File: src/rtl/regfile_bist_pkg.sv
// Shared types and constants for the register-file BIST: state encoding,
// register count and address width.
package regfile_bist_pkg;

  localparam int NUM_REGS = 32;
  localparam int ADDR_W   = 5;
  localparam logic [ADDR_W-1:0] LAST_ADDR = ADDR_W'(NUM_REGS - 1);

  typedef enum logic [2:0] {
    IDLE,
    WR1,
    RD1,
    WR2,
    RD2,
    FIN
  } state_t;

  // Phase order once a sweep finishes; IDLE is only left on an accepted start.
  function automatic state_t next_phase(state_t s);
    case (s)
      WR1:     return RD1;
      RD1:     return WR2;
      WR2:     return RD2;
      RD2:     return FIN;
      default: return IDLE;
    endcase
  endfunction

endpackage

File: src/rtl/regfile_bist_if.sv
// Control handshake plus register-file access bus between the BIST engine
// (master) and the host / register file under test (slave).
interface regfile_bist_if;
  import regfile_bist_pkg::*;

  logic              start;
  logic              busy;
  logic              done;
  logic              pass;
  logic [ADDR_W-1:0] fail_addr;
  logic              fail_port;
  logic              en_w;
  logic [ADDR_W-1:0] w_add;
  logic [31:0]       d_in;
  logic [ADDR_W-1:0] read_a;
  logic [ADDR_W-1:0] read_b;
  logic [31:0]       da;
  logic [31:0]       db;

  modport master (
    input  start, da, db,
    output busy, done, pass, fail_addr, fail_port,
           en_w, w_add, d_in, read_a, read_b
  );

  modport slave (
    output start, da, db,
    input  busy, done, pass, fail_addr, fail_port,
           en_w, w_add, d_in, read_a, read_b
  );

endinterface

File: src/rtl/regfile_bist_pattern.sv
// Combinational expected-value generator: SEED + STEP*a, inverted on the
// second pass, with register 0 optionally hard-wired to zero.
module regfile_bist_pattern
  import regfile_bist_pkg::*;
#(
  parameter logic [31:0] SEED = 32'h0000_0005,
  parameter logic [31:0] STEP = 32'h0000_0005
) (
  input  logic [ADDR_W-1:0] a,
  input  logic              pass,
  input  logic              r0_zero,
  output logic [31:0]       expected
);

  logic [31:0] base;

  assign base = SEED + STEP * 32'(a);

  // The zero register stays zero in both passes, so it is never inverted.
  assign expected = (r0_zero && (a == '0)) ? 32'h0 : (pass ? ~base : base);

endmodule

File: src/rtl/regfile_bist.sv
// Two-pass march BIST for a 32-entry dual-read register file: write pattern,
// read back on both ports, repeat with the inverted pattern.
module regfile_bist
  import regfile_bist_pkg::*;
#(
  parameter logic [31:0] SEED    = 32'h0000_0005,
  parameter logic [31:0] STEP    = 32'h0000_0005,
  parameter bit          R0_ZERO = 1'b1
) (
  input  logic           clk,
  input  logic           rst,
  regfile_bist_if.master bus
);

  state_t            state;
  logic [ADDR_W-1:0] a;
  logic              busy_q;
  logic              done_q;
  logic              pass_q;
  logic [ADDR_W-1:0] fail_addr_q;
  logic              fail_port_q;

  logic              in_wr;
  logic              in_rd;
  logic              second;
  logic [ADDR_W-1:0] addr_b;
  logic [31:0]       exp_a;
  logic [31:0]       exp_b;
  logic              mis_a;
  logic              mis_b;

  assign in_wr  = (state == WR1) || (state == WR2);
  assign in_rd  = (state == RD1) || (state == RD2);
  assign second = (state == WR2) || (state == RD2);
  assign addr_b = LAST_ADDR - a;

  regfile_bist_pattern #(.SEED(SEED), .STEP(STEP)) u_pattern_a (
    .a        (a),
    .pass     (second),
    .r0_zero  (R0_ZERO),
    .expected (exp_a)
  );

  regfile_bist_pattern #(.SEED(SEED), .STEP(STEP)) u_pattern_b (
    .a        (addr_b),
    .pass     (second),
    .r0_zero  (R0_ZERO),
    .expected (exp_b)
  );

  assign mis_a = in_rd && (bus.da != exp_a);
  assign mis_b = in_rd && (bus.db != exp_b);

  // pass_q doubles as the "no failure seen yet" flag, so only the first
  // mismatch of a run is latched; port A wins a same-cycle tie.
  always_ff @(posedge clk or posedge rst) begin
    if (rst) begin
      state       <= IDLE;
      a           <= '0;
      busy_q      <= 1'b0;
      done_q      <= 1'b0;
      pass_q      <= 1'b0;
      fail_addr_q <= '0;
      fail_port_q <= 1'b0;
    end else begin
      done_q <= 1'b0;
      case (state)
        IDLE: begin
          if (bus.start) begin
            state       <= WR1;
            a           <= '0;
            busy_q      <= 1'b1;
            pass_q      <= 1'b1;
            fail_addr_q <= '0;
            fail_port_q <= 1'b0;
          end
        end
        WR1, RD1, WR2, RD2: begin
          if (pass_q && (mis_a || mis_b)) begin
            pass_q      <= 1'b0;
            fail_addr_q <= mis_a ? a : addr_b;
            fail_port_q <= ~mis_a;
          end
          a <= a + 1'b1;
          if (a == LAST_ADDR) begin
            state <= next_phase(state);
            if (state == RD2) begin
              busy_q <= 1'b0;
              done_q <= 1'b1;
            end
          end
        end
        default: begin
          state <= IDLE;
        end
      endcase
    end
  end

  assign bus.busy      = busy_q;
  assign bus.done      = done_q;
  assign bus.pass      = pass_q;
  assign bus.fail_addr = fail_addr_q;
  assign bus.fail_port = fail_port_q;
  assign bus.en_w      = in_wr;
  assign bus.w_add     = in_wr ? a : '0;
  assign bus.d_in      = in_wr ? exp_a : 32'h0;
  assign bus.read_a    = in_rd ? a : '0;
  assign bus.read_b    = in_rd ? addr_b : '0;

endmodule

File: src/flat_wrapper.sv
// flat-port wrapper written by rule: the top's interface ports become plain ports
module regfile_bist_flat import regfile_bist_pkg::*;
#(
  parameter logic [31:0] SEED    = 32'h0000_0005,
  parameter logic [31:0] STEP    = 32'h0000_0005,
  parameter bit          R0_ZERO = 1'b1
)
  (clk, rst, bus_start, bus_da, bus_db, bus_busy, bus_done, bus_pass, bus_fail_addr, bus_fail_port, bus_en_w, bus_w_add, bus_d_in, bus_read_a, bus_read_b);
  regfile_bist_if bus_i ();
  input  logic clk;
  input  logic rst;
  input wire logic [$bits(bus_i.start)-1:0] bus_start;
  input wire logic [$bits(bus_i.da)-1:0] bus_da;
  input wire logic [$bits(bus_i.db)-1:0] bus_db;
  output wire logic [$bits(bus_i.busy)-1:0] bus_busy;
  output wire logic [$bits(bus_i.done)-1:0] bus_done;
  output wire logic [$bits(bus_i.pass)-1:0] bus_pass;
  output wire logic [$bits(bus_i.fail_addr)-1:0] bus_fail_addr;
  output wire logic [$bits(bus_i.fail_port)-1:0] bus_fail_port;
  output wire logic [$bits(bus_i.en_w)-1:0] bus_en_w;
  output wire logic [$bits(bus_i.w_add)-1:0] bus_w_add;
  output wire logic [$bits(bus_i.d_in)-1:0] bus_d_in;
  output wire logic [$bits(bus_i.read_a)-1:0] bus_read_a;
  output wire logic [$bits(bus_i.read_b)-1:0] bus_read_b;
  assign bus_i.start = bus_start;
  assign bus_i.da = bus_da;
  assign bus_i.db = bus_db;
  assign bus_busy = bus_i.busy;
  assign bus_done = bus_i.done;
  assign bus_pass = bus_i.pass;
  assign bus_fail_addr = bus_i.fail_addr;
  assign bus_fail_port = bus_i.fail_port;
  assign bus_en_w = bus_i.en_w;
  assign bus_w_add = bus_i.w_add;
  assign bus_d_in = bus_i.d_in;
  assign bus_read_a = bus_i.read_a;
  assign bus_read_b = bus_i.read_b;
  regfile_bist #(.SEED(SEED), .STEP(STEP), .R0_ZERO(R0_ZERO)) u_core (.clk(clk), .rst(rst), .bus(bus_i));
endmodule
File: config.mk
export PLATFORM = sky130hd
export DESIGN_NAME = regfile_bist_flat
export DESIGN_NICKNAME = d
export VERILOG_FILES = /design/src/rtl/regfile_bist_pkg.sv /design/src/rtl/regfile_bist_if.sv /design/src/rtl/regfile_bist_pattern.sv /design/src/rtl/regfile_bist.sv /design/src/flat_wrapper.sv
export SDC_FILE = /design/constraint.sdc
export NUM_CORES = 1
export LEC_CHECK = 0
export CAP_MARGIN = 40
export CORE_MARGIN = 4
export CORE_UTILIZATION = 23
export DETAILED_ROUTE_END_ITERATION = 10
export PLACE_DENSITY_LB_ADDON = 0.05
export SLEW_MARGIN = 20
export SYNTH_ARGS = -nofsm -noshare
export SYNTH_HDL_FRONTEND = slang
export SYNTH_SLANG_ARGS = --single-unit
File: constraint.sdc
create_clock -name clk -period 5.15 [get_ports clk]
set_input_delay 1.03 -clock clk [delete_from_list [all_inputs] [get_ports clk]]
set_output_delay 1.03 -clock clk [all_outputs]
set_load 0.1 [all_outputs]
==> flow_summary.ini, run 1 <==
[global_route]
grt_use_total_pct = 14.77
grt_pass1_vias = 3313
grt_pass1_wl_um = 17570
grt_max_degree = 25
gr-total-overflow = 0
antenna_found_initial = 0

[power]
p_sw_uw = 80.62
power.total_uw = 372.1
p_leak_uw = 0.001931
power.density_nw_per_um2 = 81.83
clockPowerShare_pct = 43.3
p_seq_share_pct = 35.9
vdd_ir_drop_max_mv = 0.1834
pwr-share-comb_pct = 20.8
sw_frac_of_total_pct = 21.67
internal_power_uw = 291.5

[clocking]
path_clk_slew_ns = 0.06
cts.repair.resized = 0
cts-htree-levels = 1
cts_setup_buffers = 0
cts-buffers-inserted = 3
cts_tree = done
root_buffer = clkbuf_16
clockBufferDepth = 2
ctsHoldBuffers = 0
clkLatencyLatePin_ns = 0.25
cts_sinks = 17

[setup_path]
path_cells = inv_1, ha_1, ha_1, inv_1, ha_1, a21o_1, a2111oi_1, a2bb2oi_2, nor2_1, buf_4
crit_required_ns = 4.12
timing.critical_path.mode_cell = ha_1
startpoint_type = register
crit_path_max_fanout = 9
crit_slowest_cell = dfrtp_1
worstSetupPathType = reg2out
max_stage_delay_ns = 0.52
end_kind = output port
cp.arrival_ns = 3.33

[drt]
routed.top_layer = met4
wirelength_um = 10820
num_vias = 3167
dr.pass1.iters = 4
antenna_left = 0
wl_per_cell_um = 16.34
drtIter0Drc = 152
wl_met3_um = 624
dr_wl_met2_um = 5164
wl_met1_um = 4976
drc = 0
via_per_inst = 4.784

[logic_synthesis]
async_flop_share_pct = 100.0
synth_warnings = 0
synthCells = 377
synth_fp_nets = 469
synth_edf_count = 0
yosys_most_used_dff = dfrtp_1
synthesis.area_um2 = 2894
synth_cell_types = 66
synth_seq_cells = 17
synth-seq-area-share_pct = 14.70
avgSynthCellArea_um2 = 7.676

[final_layout]
nFillCells = 1259
diodes = 0
final_common_cell = clkdlybuf4s50_1
area_growth_pct = 57.11
drive_above_1_share_pct = 17.41
mostFrequentLayoutCells = clkdlybuf4s50_1 (91), nor2_1 (49), buf_4 (38), ha_1 (25)
final_cells = 662
layout.nets = 587

[timing]
finalHoldViolations = 0
slew_viol_final = 0
rsz0062_at_grt = false
period_minus_slack_ns = 4.360
layout_setup_ws_ns = 0.7898
finalSetupViolCount = 0
worstMarginPinSlew_ns = 0.8338
setup_tns_ns = 0
post-route-period-util_pct = 84.66
finClkSkew_ns = 0.004055
fmax_mhz = 229.3
max_slew_margin_pct = 43.63

[outcome]
status = finished clean

[placement]
finalWeightedCongestion = 0.7971
dp_hpwl_um = 8684
pre_cts_slack_ns = 0.9567
portBuffers = 123
dp_cells = 657

[floorplan]
dieHeight_um = 120.2
coreArea_um2 = 12160
initial_core_util_pct = 23.80
ios = 124
num_rows = 40
die_w_um = 120.2
die_area_um2 = 14440

[min_path]
hold_path.class = reg2reg

[run]
drv_cap = 0
==> worst max-delay path, delay by kind of cell (launching register included) <==
kind / cells / cell delay, ns
simple gates: 1 / 0.09
fa+ha+maj: 3 / 1.06
compound gates: 3 / 0.90
buf+inv: 3 / 0.51
flops: 1 / 0.52
==> metal layers <==
metal / track usage, % / vias up
li1: - / 1623
met1: 19.61 / 1454
met2: 26.03 / 86
met3: 2.152 / 4
met4: 1.933 / 0
met5: 0 / -
==> cells by family (layout without fill, tap and decap cells) <==
logic type	Yosys count	in the layout	synth area share, %
buffers and inverters	56	173	11.85
multiplexers	9	9	4.280
XOR/XNOR	24	24	8.214
flip-flops	17	17	14.70
AND/OR/NAND/NOR	161	161	29.70
AO/OA/AOI/OAI	85	85	20.45
adder cells (fa/ha/maj)	25	25	10.81
==> per-stage QoR <==
step / cell area, um^2 / utilization (%) / hold slack (ns)
finish: 4547 / 37.39 / 0.5166
detailed placement: 4453 / 36.62 / 0.4971
CTS: 4532 / 37.26 / 0.5227
global route: 4547 / 37.39 / 0.5499
floorplan: 2899 / - / 0.6353
global placement: 4015 / 33.01 / 0.4988
==> registers in the layout, indices dropped and copies added (netlist names) <==
name	cells
u_core.a	5
u_core.bus.busy	1
u_core.bus.done	1
u_core.bus.fail_addr	5
u_core.bus.fail_port	1
u_core.bus.pass	1
u_core.state	3
==> worst paths after layout <==
path	end	start	slack (ns)	cells past startpoint
worst min register to register	u_core.bus.busy	u_core.bus.busy	0.52	2
worst max-delay path	bus_d_in[7]	u_core.a[3]	0.79	10
max in group asynchronous	u_core.a[4]	rst	3.87	3
min in group asynchronous	u_core.state[0]	rst	0.94	2
worst min-delay path	u_core.bus.busy	u_core.bus.busy	0.52	2
worst max register to register	u_core.bus.fail_addr[4]	u_core.a[3]	0.94	13
==> cell type report <==
class | count | area, um^2 | area share [%]
repair buffers | 155 | 1649 | 36.27
multi-input cells | 304 | 2131 | 46.86
inverters | 14 | 52.55 | 1.156
clock buffers | 4 | 78.83 | 1.734
well taps | 168 | 210.2 | 4.623
flip-flops and latches | 17 | 425.4 | 9.356
==> synthesized netlist by cell type, drive strengths merged (5+ instances only) <==
master,instances,area share [%]
nor2,50,6.6
buf,34,9.0
ha,25,11
nand2,25,3.8
a21oi,24,4.2
nand4,19,4.1
dfrtp,17,15
xnor2,17,5.1
nor4,16,3.5
inv,14,1.8
o21ai,11,1.9
nor3,10,1.7
mux2,9,4.3
nand3,9,1.6
clkbuf,8,1.0
a31oi,5,1.1
nand3b,5,1.4
o22ai,5,1.1
xor2,5,1.5
==> power by group through the flow <==
| stage | Combinational [uW] | Clock, uW | Sequential, uW |
|---|---|---|---|
| after global placement | 76.4 | 0 | 136 |
| after CTS | 76.8 | 164 | 134 |
| final | 77.4 | 161 | 134 |
| after floorplan | 13.3 | 0 | 136 |
| after global routing | 83.3 | 172 | 134 |
| after detailed placement | 76.1 | 0 | 136 |
Power figures use the tool's default switching activity.
==> run 2, diff against run 1 <==
==> constraint.sdc (replaced) <==
create_clock -name clk -period 4.4 [get_ports clk]
set_input_delay 0.88 -clock clk [delete_from_list [all_inputs] [get_ports clk]]
set_output_delay 0.88 -clock clk [all_outputs]
set_load 0.1 [all_outputs]
==> run 2 against run 1 <==
  * Design area rose by 1.7%
  * Register-to-register slack got worse by 0.62 ns
  * Worst setup slack got worse by 0.47 ns
  * Wire length rose by 0.70%
  * Sequential power rose by 16%
  * Hold slack got worse by 0.0079 ns
  * Global-route usage barely moved
  * Critical path depth rose by 3
  * Sequential share of layout area fell by 0.15 points
  * Core utilization rose by 0.62 points
  * Via count rose by 1.3%
==> flow_summary.ini, run 2 (same netlist as run 1, synthesis figures left out) <==
[placement]
dp_cells = 648
dp_hpwl_um = 8903
place_area_um2 = 4536
finalWeightedCongestion = 0.7694
portBuffers = 123

[global_route]
grt_max_degree = 25
antenna_found_initial = 0
gr-total-overflow = 0
grt_pass1_vias = 3364
grt_use_total_pct = 14.80
grt_pass1_wl_um = 17600

[clocking]
clockBufferDepth = 2
cts_tree = done
clkLatencyLatePin_ns = 0.25
cts_sinks = 17
cts_setup_buffers = 0
cts.repair.resized = 0
ctsHoldBuffers = 0
path_clk_slew_ns = 0.05
root_buffer = clkbuf_16
cts-htree-levels = 1
cts-buffers-inserted = 3

[drt]
drtIter0Drc = 163
wl_per_cell_um = 16.71
num_vias = 3207
wirelength_um = 10890
drc = 0
antenna_left = 0
via_per_inst = 4.919
dr.pass1.iters = 4

[floorplan]
ios = 124
coreArea_um2 = 12160
die_w_um = 120.2
dieHeight_um = 120.2
die_area_um2 = 14440
initial_core_util_pct = 23.80
num_rows = 40

[final_layout]
final_area_um2 = 4622
area_growth_pct = 59.71
final_common_cell = clkdlybuf4s50_1
multi_input_area_um2 = 2147
drive_above_1_share_pct = 20.25
mostFrequentLayoutCells = clkdlybuf4s50_1 (75), nor2_1 (47), buf_4 (32), buf_12 (29), ha_1 (25)
nFillCells = 1247
final_cells = 652
seq_area_um2 = 425.4
layout.nets = 577
diodes = 0

[power]
p_leak_uw = 0.001921
power.density_nw_per_um2 = 93.41
vdd_ir_drop_max_mv = 0.1806

[timing]
period_minus_slack_ns = 4.080
finClkSkew_ns = 0.002739
fmax_mhz = 245.1
finalHoldViolations = 0
worstMarginPinSlew_ns = 0.6983
finalSetupViolCount = 0
post-route-period-util_pct = 92.73
setup_tns_ns = 0
slew_viol_final = 0
max_slew_margin_pct = 53.39
rsz0062_at_grt = false

[setup_path]
crit_required_ns = 4.54
crit_path_max_fanout = 8
reg2reg_setup_slack_ns = 0.32
end_kind = register
cp.arrival_ns = 4.22
worstSetupPathType = reg2reg
startpoint_type = register

[min_path]
hold_path.class = reg2reg

[outcome]
status = finished clean

[run]
drv_cap = 0
-- run 2: changes by cell type in the layout (fill, tap and decap cells not counted), sizes merged --
cell,previous run,this run
clkbuf,4,3
buf,64,70
clkinv,0,1
clkdlybuf4s50,91,75
-- run 2: through the flow --
stage	setup slack (ns)	util, %	hold WS [ns]	total power, uW
2_1_floorplan	0.02683	-	0.6353	174.8
3_3_place_gp	0.3612	36.18	0.4965	247.9
3_5_place_dp	0.2920	37.29	0.4973	247.7
4_1_cts	0.2743	37.95	0.5126	436.8
5_1_grt	0.08801	38.00	0.5217	447.7
6_report	0.3199	38.00	0.5086	431.8
-- run 2: routing by layer --
| layer | vias up | global-route usage, % | wire (um) |
|---|---|---|---|
| li1 | 1603 | - | - |
| met1 | 1510 | 19.70 | 5062 |
| met2 | 83 | 25.47 | 5185 |
| met3 | 11 | 1.731 | 517 |
| met4 | 0 | 3.722 | 126 |
| met5 | - | 0 | 0 |
-- run 2: path summary, 6_finish.rpt --
kind / start / endpoint / cells after the start
worst min register to register: u_core.bus.busy / u_core.bus.busy / 2
worst min-delay path: u_core.bus.busy / u_core.bus.busy / 2
worst max register to register: u_core.a[1] / u_core.bus.fail_addr[4] / 13
worst max-delay path: u_core.a[1] / u_core.bus.fail_addr[4] / 13
max in group asynchronous: rst / u_core.a[3] / 2
min in group asynchronous: rst / u_core.bus.done / 2
-- run 2: worst max-delay path, stage by stage, from the launching register on --
cell	delay, ns
dfrtp_1	0.47
inv_1	0.17
ha_1	0.35
ha_1	0.30
ha_1	0.35
a21o_1	0.19
a21oi_1	0.22
o21ai_0	0.24
or2_2	0.34
a21oi_1	0.15
nor2_1	0.05
o32a_1	0.32
o31a_2	0.46
mux2_4	0.33
-- run 2: layout make-up --
cell class                 count  share of cell area, %
sequential                    17                  9.204
multi-input combinational    304                  46.45
clock buffer                   3                  1.624
clock inverter                 1                 0.1083
inverter                      14                  1.137
tap                          168                  4.548
timing repair buffer         145                  36.92
-- run 2: report_power, final --
part | internal, uW | total, uW | switching, uW
Combinational | 60.2 | 88.6 | 28.4
Sequential | 156 | 156 | 0.0000000192
Clock | 122 | 187 | 64.9
